==> config.mk <==
export PLATFORM = sky130hd
export DESIGN_NAME = mem_stream_reader
export DESIGN_NICKNAME = d
export VERILOG_FILES = /design/src/rtl/mem_stream_reader_pkg.sv /design/src/rtl/mem_stream_out_reg.sv /design/src/rtl/mem_stream_reader.sv
export SDC_FILE = /design/constraint.sdc
export NUM_CORES = 1
export LEC_CHECK = 0
export CAP_MARGIN = 0
export CELL_PAD_IN_SITES_DETAIL_PLACEMENT = 1
export CELL_PAD_IN_SITES_GLOBAL_PLACEMENT = 2
export CORE_AREA = 2 2 81 75
export DETAILED_ROUTE_END_ITERATION = 7
export DIE_AREA = 0 0 83 77
export PLACE_DENSITY = 0.89
export SYNTH_ARGS = -nofsm -noshare
export SYNTH_HDL_FRONTEND = slang
export SYNTH_SLANG_ARGS = --single-unit
export TNS_END_PERCENT = 50
==> constraint.sdc <==
create_clock -name clk -period 3.7 [get_ports clk]
set_clock_uncertainty 0.2 [all_clocks]
set_input_delay 0.74 -clock clk [delete_from_list [all_inputs] [get_ports clk]]
set_output_delay 0.74 -clock clk [all_outputs]
set_load 0.01 [all_outputs]
==> src/rtl/mem_stream_reader_pkg.sv <==
// Shared types and helpers for the mem_stream_reader block: FSM state encoding
// and the DEPTH-aware address incrementer.
package mem_stream_reader_pkg;

    typedef enum logic [1:0] {
        IDLE  = 2'd0,
        FETCH = 2'd1,
        FLUSH = 2'd2
    } state_t;

    // Wraps at depth-1 rather than at the natural width, so non-power-of-two RAMs work.
    function automatic int unsigned next_addr(input int unsigned addr, input int unsigned depth);
        return (addr == depth - 32'd1) ? 32'd0 : addr + 32'd1;
    endfunction

endpackage

==> src/rtl/mem_stream_out_reg.sv <==
// One-entry output stage for mem_stream_reader: holds the beat presented on the
// valid/ready stream. Load takes priority over clear.
module mem_stream_out_reg #(
    parameter int DWIDTH = 8
) (
    input  logic              clk,
    input  logic              rst_n,
    input  logic              load,
    input  logic              clear,
    input  logic [DWIDTH-1:0] load_data,
    input  logic              load_last,
    output logic [DWIDTH-1:0] data,
    output logic              last,
    output logic              valid
);

    always_ff @(posedge clk or negedge rst_n) begin
        if (!rst_n) begin
            data  <= '0;
            last  <= 1'b0;
            valid <= 1'b0;
        end else if (load) begin
            data  <= load_data;
            last  <= load_last;
            valid <= 1'b1;
        end else if (clear) begin
            last  <= 1'b0;
            valid <= 1'b0;
        end
    end

endmodule

==> src/rtl/mem_stream_reader.sv <==
// Streams len words from an async-read RAM starting at base_addr onto a valid/ready port.
// Optional running checksum of delivered beats: define MEM_STREAM_READER_CHECKSUM_EN.
module mem_stream_reader
    import mem_stream_reader_pkg::*;
#(
    parameter int          DWIDTH = 8,
    parameter int          AWIDTH = 8,
    parameter int unsigned DEPTH  = 256
) (
    input  logic              clk,
    input  logic              rst_n,
    input  logic              start,
    input  logic [AWIDTH-1:0] base_addr,
    input  logic [AWIDTH:0]   len,
    output logic              busy,
    output logic              done,
    output logic [AWIDTH-1:0] mem_addr,
    input  logic [DWIDTH-1:0] mem_q,
    output logic [DWIDTH-1:0] out_data,
    output logic              out_valid,
    input  logic              out_ready,
    output logic              out_last
`ifdef MEM_STREAM_READER_CHECKSUM_EN
    ,
    output logic [DWIDTH-1:0] checksum
`endif
);

    localparam int CW = AWIDTH + 1;

    state_t          state;
    state_t          state_next;
    logic [AWIDTH:0] remaining;
    logic            accept;
    logic            load;
    logic            clear;
    logic            load_last;

    always_ff @(posedge clk or negedge rst_n) begin
        if (!rst_n) begin
            state <= IDLE;
        end else begin
            state <= state_next;
        end
    end

    // A start coinciding with the done pulse is dropped, enforcing one idle cycle between transfers.
    always_comb begin
        state_next = state;
        accept     = (state == IDLE) && start && !done;
        load       = 1'b0;
        clear      = 1'b0;
        load_last  = (remaining == CW'(1));
        case (state)
            IDLE: begin
                if (accept && (len != '0)) begin
                    state_next = FETCH;
                end
            end
            FETCH: begin
                load = !out_valid || out_ready;
                if (load && load_last) begin
                    state_next = FLUSH;
                end
            end
            FLUSH: begin
                clear = out_ready;
                if (out_ready) begin
                    state_next = IDLE;
                end
            end
            default: begin
                state_next = IDLE;
            end
        endcase
    end

    always_ff @(posedge clk or negedge rst_n) begin
        if (!rst_n) begin
            mem_addr  <= '0;
            remaining <= '0;
            busy      <= 1'b0;
            done      <= 1'b0;
        end else begin
            done <= (accept && (len == '0)) || clear;
            if (accept) begin
                remaining <= len;
            end else if (load) begin
                remaining <= remaining - CW'(1);
            end
            if (accept && (len != '0)) begin
                mem_addr <= base_addr;
                busy     <= 1'b1;
            end else begin
                if (load) begin
                    mem_addr <= AWIDTH'(next_addr(32'(mem_addr), DEPTH));
                end
                if (clear) begin
                    busy <= 1'b0;
                end
            end
        end
    end

    mem_stream_out_reg #(
        .DWIDTH(DWIDTH)
    ) u_out_reg (
        .clk      (clk),
        .rst_n    (rst_n),
        .load     (load),
        .clear    (clear),
        .load_data(mem_q),
        .load_last(load_last),
        .data     (out_data),
        .last     (out_last),
        .valid    (out_valid)
    );

`ifdef MEM_STREAM_READER_CHECKSUM_EN
    always_ff @(posedge clk or negedge rst_n) begin
        if (!rst_n) begin
            checksum <= '0;
        end else if (accept) begin
            checksum <= '0;
        end else if (out_valid && out_ready) begin
            checksum <= checksum + out_data;
        end
    end
`endif

endmodule

==> results.cfg, run 1 <==
[grt]
antenna_found_initial = 0
grt_first_pass_wirelength_microns = 7710
grt_pass1_vias = 1584
grt_max_degree = 32
gr-usage-all-layers_pct = 14.9
gr-total-overflow = 0

[placement]
io_buffers = 48
gp_congestion = 0.745
post-dp-hpwl_microns = 3120

[worst_setup_path]
path_class = in2reg
path_buf_inv = 1
crit_family = compound AO/OA/AOI/OAI gates
cp_max_fo = 15
cpPeakStageDelay_ns = 0.52
worstSetupEndpointType = flip-flop
worstPathCellList = clkdlybuf4s50_1 -> or4b_4 -> a31oi_4 -> nor2_1 -> a221o_1
crit_required_ns = 3.67
critPathArrivalTime_ns = 2.63
cp_slowest_cell = or4b_4
start_kind = input pin

[clock_network]
clockBufferDepth = 2
clkSlewWorstSetupHoldPaths_ns = 0.07
ctsHoldBuffers = 0
cts_tree = built
cts_root_buf = clkbuf_8
cts_resized = 0
post_cts_buffers = 0
clock-sinks = 31
htree_levels = 2
insertion_delay_ns = 0.28
cts_made_buffers = 5

[power_and_ir_drop]
vdd_drop_max_mv = 0.290
p_leak_nw = 0.972
cellPowerDensity_nw_per_um2 = 702

[yosys]
synth_edf_count = 0
async_flop_share_pct = 100
ys_warn_count = 0
synth.avg_cell_area_sq_um = 9.23
syn-num-nets = 203
synth-seq-cells = 31
yosysSeqAreaShare_pct = 49.2
synthCells = 171
yosys_most_used_dff = dfrtp_1
synth.top_cell.area_share_pct = 49.2
syn-cell-area_sq_um = 1580
synth_area_leaders = dfrtp_1 (49%), nand2_1 (10%), a221o_1 (3.8%), o21ai_0 (2.9%), nor2_1 (2.9%)
yosysUniqueCellTypes = 36
yosysTopAreaCell = dfrtp_1

[route]
drt_drc_violations_left = 0
first_pass_iters = 2
drt_wl_total_microns = 4230
drtIter0Drc = 52
vias_per_cell = 4.94
routed-via-count = 1461
routedWlPerCell_microns = 14.3
ant_nets = 0

[cells_and_area]
regArea_sq_um = 776
syn_to_final_growth_pct = 44.3
multi_input_area_sq_um = 758
fin_util_pct = 40.9
layout_common_cells = clkdlybuf4s50_1 (48), nand2_1 (44), dfrtp_1 (31), nor2_1 (12), o21ai_0 (9)
layout_commonest_cell = clkdlybuf4s50_1
fin_nets = 257
diodes = 0
nFillCells = 653
layout-drive-gt1-share_pct = 10.6

[floorplan]
dieArea_sq_um = 6390
pin_count = 49
rows = 26
fp.dieW_microns = 83
die_h_microns = 77
start_util_pct = 28.4
core_area_sq_um = 5560

[sta]
setup_viol = 0
hold_violations = 0
timing.fmax_ghz = 0.376
tns_ns = 0
rsz0062_at_grt = false
period_share_pct = 72.0
period_needed_ns = 2.66
worst_slew_pin_slew_ns = 0.674
slew_headroom_pct = 55.1
slew_viol_final = 0

[hold_path]
min_path_type = reg2reg

[flow_run]
maxCapViolCount = 0

[run_status]
status = finished, final reports clean
==> registers in the layout (all words and copies together), names as in the netlist <==
name,count
busy,1
u_out_reg.data,8
u_out_reg.last,1
done,1
remaining,9
mem_addr,8
u_out_reg.valid,1
state,2
==> path summary, 6_finish.rpt <==
kind	depth (start not counted)	start	end	slack (ns)
max	5	start	mem_addr[3]	1.04
min	2	u_out_reg.data[7]	u_out_reg.data[7]	0.28
max reg2reg	4	state[0]	mem_addr[3]	1.47
min reg2reg	2	u_out_reg.data[7]	u_out_reg.data[7]	0.28
max in group asynchronous	2	rst_n	remaining[1]	2.34
min in group asynchronous	2	rst_n	remaining[7]	0.67
==> stage by stage <==
stage | setup slack, ns | hold WS, ns | std cells | power (W) | area (sq um)
final | 1.04 | 0.276 | 296 | 0.00160 | 2280
after global routing | 0.875 | 0.304 | 296 | 0.00173 | 2280
after CTS | 1.04 | 0.283 | 296 | 0.00162 | 2280
after detailed placement | 0.746 | 0.266 | 288 | 0.00126 | 2160
after global placement | 0.778 | 0.256 | 288 | 0.00124 | 2160
after floorplan | 1.56 | 0.244 | 171 | 0.000953 | 1580
==> synth_stat cells (all sizes together) (2+ instances only) <==
library cell / number
nand2: 44
dfrtp: 31
nor2: 12
o21ai: 9
nand3: 8
a21oi: 7
a221o: 6
inv: 5
o211ai: 4
a31oi: 3
and3: 3
buf: 3
clkbuf: 3
ha: 3
nand2b: 3
nor3: 3
nor3b: 3
or2: 3
nand4: 2
nor4: 2
or4: 2
xor2: 2
==> logic make-up after synthesis <==
| group | share of synthesized area (%) |
|---|---|
| AO/OA/AOI/OAI | 17.4 |
| XOR/XNOR | 1.67 |
| adder cells (fa/ha/maj) | 2.38 |
| buffers and inverters | 2.78 |
| flip-flops | 49.2 |
| AND/OR/NAND/NOR | 26.6 |
==> layout make-up <==
class | count | area share [%]
sequential | 31 | 34.1
multi-input combinational | 129 | 33.3
timing repair buffer | 53 | 22.8
tap | 70 | 3.85
clock buffer | 6 | 3.63
clock inverter | 2 | 1.54
inverter | 5 | 0.825
==> worst min-delay path: stages (launching register included) <==
cell and delay [ns]:
dfrtp_1 0.34, nand2_1 0.05, nand2_1 0.05
==> where the power goes <==
group,switching (W),internal (W),total [W]
Sequential,0.000144,0.000466,0.000610
Combinational,0.000302,0.000338,0.000640
Clock,0.000128,0.000218,0.000346
==> routing by layer <==
metal	track usage, %	vias up	wire length, microns
met1	19.8	712	2080
li1	-	713	-
met4	4.92	0	52
met2	24.0	31	1950
met3	3.55	5	147
met5	0	-	0
No activity file was read; power rests on OpenSTA's default activity.
==> run 2, diff against run 1 <==
Settings changed: CORE_AREA 2 2 81 75 to 2 2 89 82, DIE_AREA 0 0 83 77 to 0 0 91 84, PLACE_DENSITY 0.89 to 0.79.
Clock period 3.7 ns to 2.19 ns, I/O delays scaled along.
==> run 2 against run 1 <==
Against the previous run:
- combinational power rose by 97%
- worst hold slack improved by 0.0047 ns
- worst setup slack got worse by 0.93 ns
- sequential power grew 60%
- routed wire length increased by 12%
- critical path depth stayed put
- critical path type unchanged
==> results.cfg, run 2 (synthesis gave the netlist of run 1 again) <==
[clock_network]
cts_tree = built
cts_resized = 0
clkSlewWorstSetupHoldPaths_ns = 0.07
post_cts_buffers = 0
ctsHoldBuffers = 0
cts_made_buffers = 5
clock-sinks = 31
htree_levels = 2
cts_root_buf = clkbuf_8
clockBufferDepth = 2
insertion_delay_ns = 0.29

[power_and_ir_drop]
power_frac_comb_pct = 44.5
power_frac_seq_pct = 34.4
p_sw_w = 0.00102
cellPowerDensity_nw_per_um2 = 1160
p_clk_share_pct = 21.1
p_int_w = 0.00181
p_leak_nw = 1.06
finalPower_w = 0.00283
p_sw_share_pct = 36.0
vdd_drop_max_mv = 0.360

[route]
drtIter0Drc = 65
wl_met2_microns = 2300
routedWlPerCell_microns = 14.0
top_layer = met4
routed-via-count = 1548
ant_nets = 0
vias_per_cell = 4.59
drt-met1-wl_microns = 2170
first_pass_iters = 4
route.met3.wl_microns = 200
drt_wl_total_microns = 4730
drt_drc_violations_left = 0

[worst_setup_path]
worstRegToRegCells = 4
cp_max_fo = 4
cp_slowest_cell = clkdlybuf4s50_1
cpPeakStageDelay_ns = 0.49
crit_required_ns = 2.16
worstSetupEndpointType = flip-flop
regToRegStartpoint = remaining[4]
path_class = in2reg
worstPathCellList = clkdlybuf4s50_1 -> or4b_4 -> a31oi_4 -> o22ai_1 -> a221o_1
critPathArrivalTime_ns = 2.05
start_kind = input pin
setup.worst_path.start = start

[cells_and_area]
syn_to_final_growth_pct = 54.9
fin_nets = 275
layout_common_cells = clkdlybuf4s50_1 (48), nand2_1 (44), dfrtp_1 (31), buf_4 (23), nor2_1 (12)
largest_register_ffs = 9
largest-register = remaining
layout_commonest_cell = clkdlybuf4s50_1
reg_top3 = remaining: 9 flops, mem_addr: 8 flops, u_out_reg.data: 8 flops
final_cells = 337
diodes = 0
layout-drive-gt1-share_pct = 17.6
fin_area_sq_um = 2440

[sta]
tns_ns = 0
worst_slew_pin_slew_ns = 0.488
slew_viol_final = 0
hold_violations = 0
rsz0062_at_grt = false
timing.fmax_ghz = 0.479
period_share_pct = 95.3
slew_headroom_pct = 67.1
setup_viol = 0
period_needed_ns = 2.09

[hold_path]
holdPathStages = 2
min_path_type = reg2reg
hp-start = u_out_reg.data[6]

[grt]
grt_pass1_vias = 1608
grt_first_pass_wirelength_microns = 7960
antenna_found_initial = 0
grt_max_degree = 32
gr-usage-all-layers_pct = 13.2
gr-total-overflow = 0

[flow_run]
maxCapViolCount = 0

[floorplan]
rows = 29
core_area_sq_um = 6820
start_util_pct = 23.1
pin_count = 49
dieArea_sq_um = 7640
fp.dieW_microns = 91
die_h_microns = 84

[run_status]
status = finished, final reports clean

[placement]
dp.cells = 329
post-dp-hpwl_microns = 3510
io_buffers = 48
gp_congestion = 0.797
postPlaceCellArea_sq_um = 2330
-- run 2: cell types whose count changed in the layout (fill, tap and decap cells not counted) --
cell     before  now
buf_4         5   23
a21oi_1       7    6
a21oi_2       0    1
-- run 2: worst paths after layout --
| kind | to | slack, ns |
|---|---|---|
| setup / recovery | mem_addr[5] | 0.10 |
| hold / removal | u_out_reg.data[6] | 0.28 |
| setup reg to reg | remaining[8] | 0.17 |
| hold reg to reg | u_out_reg.data[6] | 0.28 |
| max in group asynchronous | remaining[2] | 1.13 |
| min in group asynchronous | u_out_reg.data[7] | 0.35 |
-- run 2: power by group through the flow --
| stage | clock network, W | logic, W | registers [W] |
|---|---|---|---|
| floorplan | 0 | 0.000574 | 0.00104 |
| global placement | 0 | 0.00124 | 0.000974 |
| detailed placement | 0 | 0.00127 | 0.000986 |
| CTS | 0.000613 | 0.00128 | 0.000977 |
| global route | 0.000633 | 0.00141 | 0.00101 |
| finish | 0.000597 | 0.00126 | 0.000975 |
-- run 2: final cells by class --
type | count | area [sq um]
Tap cell | 93 | 116
Fill cell | 845 | 4380
Clock buffer | 6 | 82.6
Timing Repair Buffer | 71 | 653
Clock inverter | 2 | 35.0
Multi-Input combinational cell | 129 | 762
Inverter | 5 | 18.8
Sequential cell | 31 | 776
-- run 2: metrics by stage --
stage / worst slack (ns) / hold slack (ns) / utilization [%]
floorplan: 0.257 / -0.0576 / -
global placement: -0.175 / 0.257 / 34.1
detailed placement: -0.204 / 0.269 / 34.1
global route: 0.0102 / 0.328 / 35.8
finish: 0.104 / 0.281 / 35.8
CTS: 0.0948 / 0.286 / 35.8
-- run 2: per-layer routing --
| metal | vias up | global-route usage (%) |
|---|---|---|
| li1 | 750 | - |
| met4 | 0 | 3.86 |
| met2 | 35 | 21.6 |
| met3 | 8 | 3.97 |
| met1 | 755 | 16.9 |
| met5 | - | 0 |
-- run 2: worst max-delay path, delay by kind of cell --
kind | cells | cell delay (ns)
AO/OA/AOI/OAI | 3 | 0.64
buffers and inverters | 1 | 0.49
AND/OR/NAND/NOR | 1 | 0.49
==> run 3, diff against run 2 <==
Settings changed: SKIP_LAST_GASP from default to 1.
==> results of run 3 <==
Final layout, timing and power as in run 2 (identical DEF).
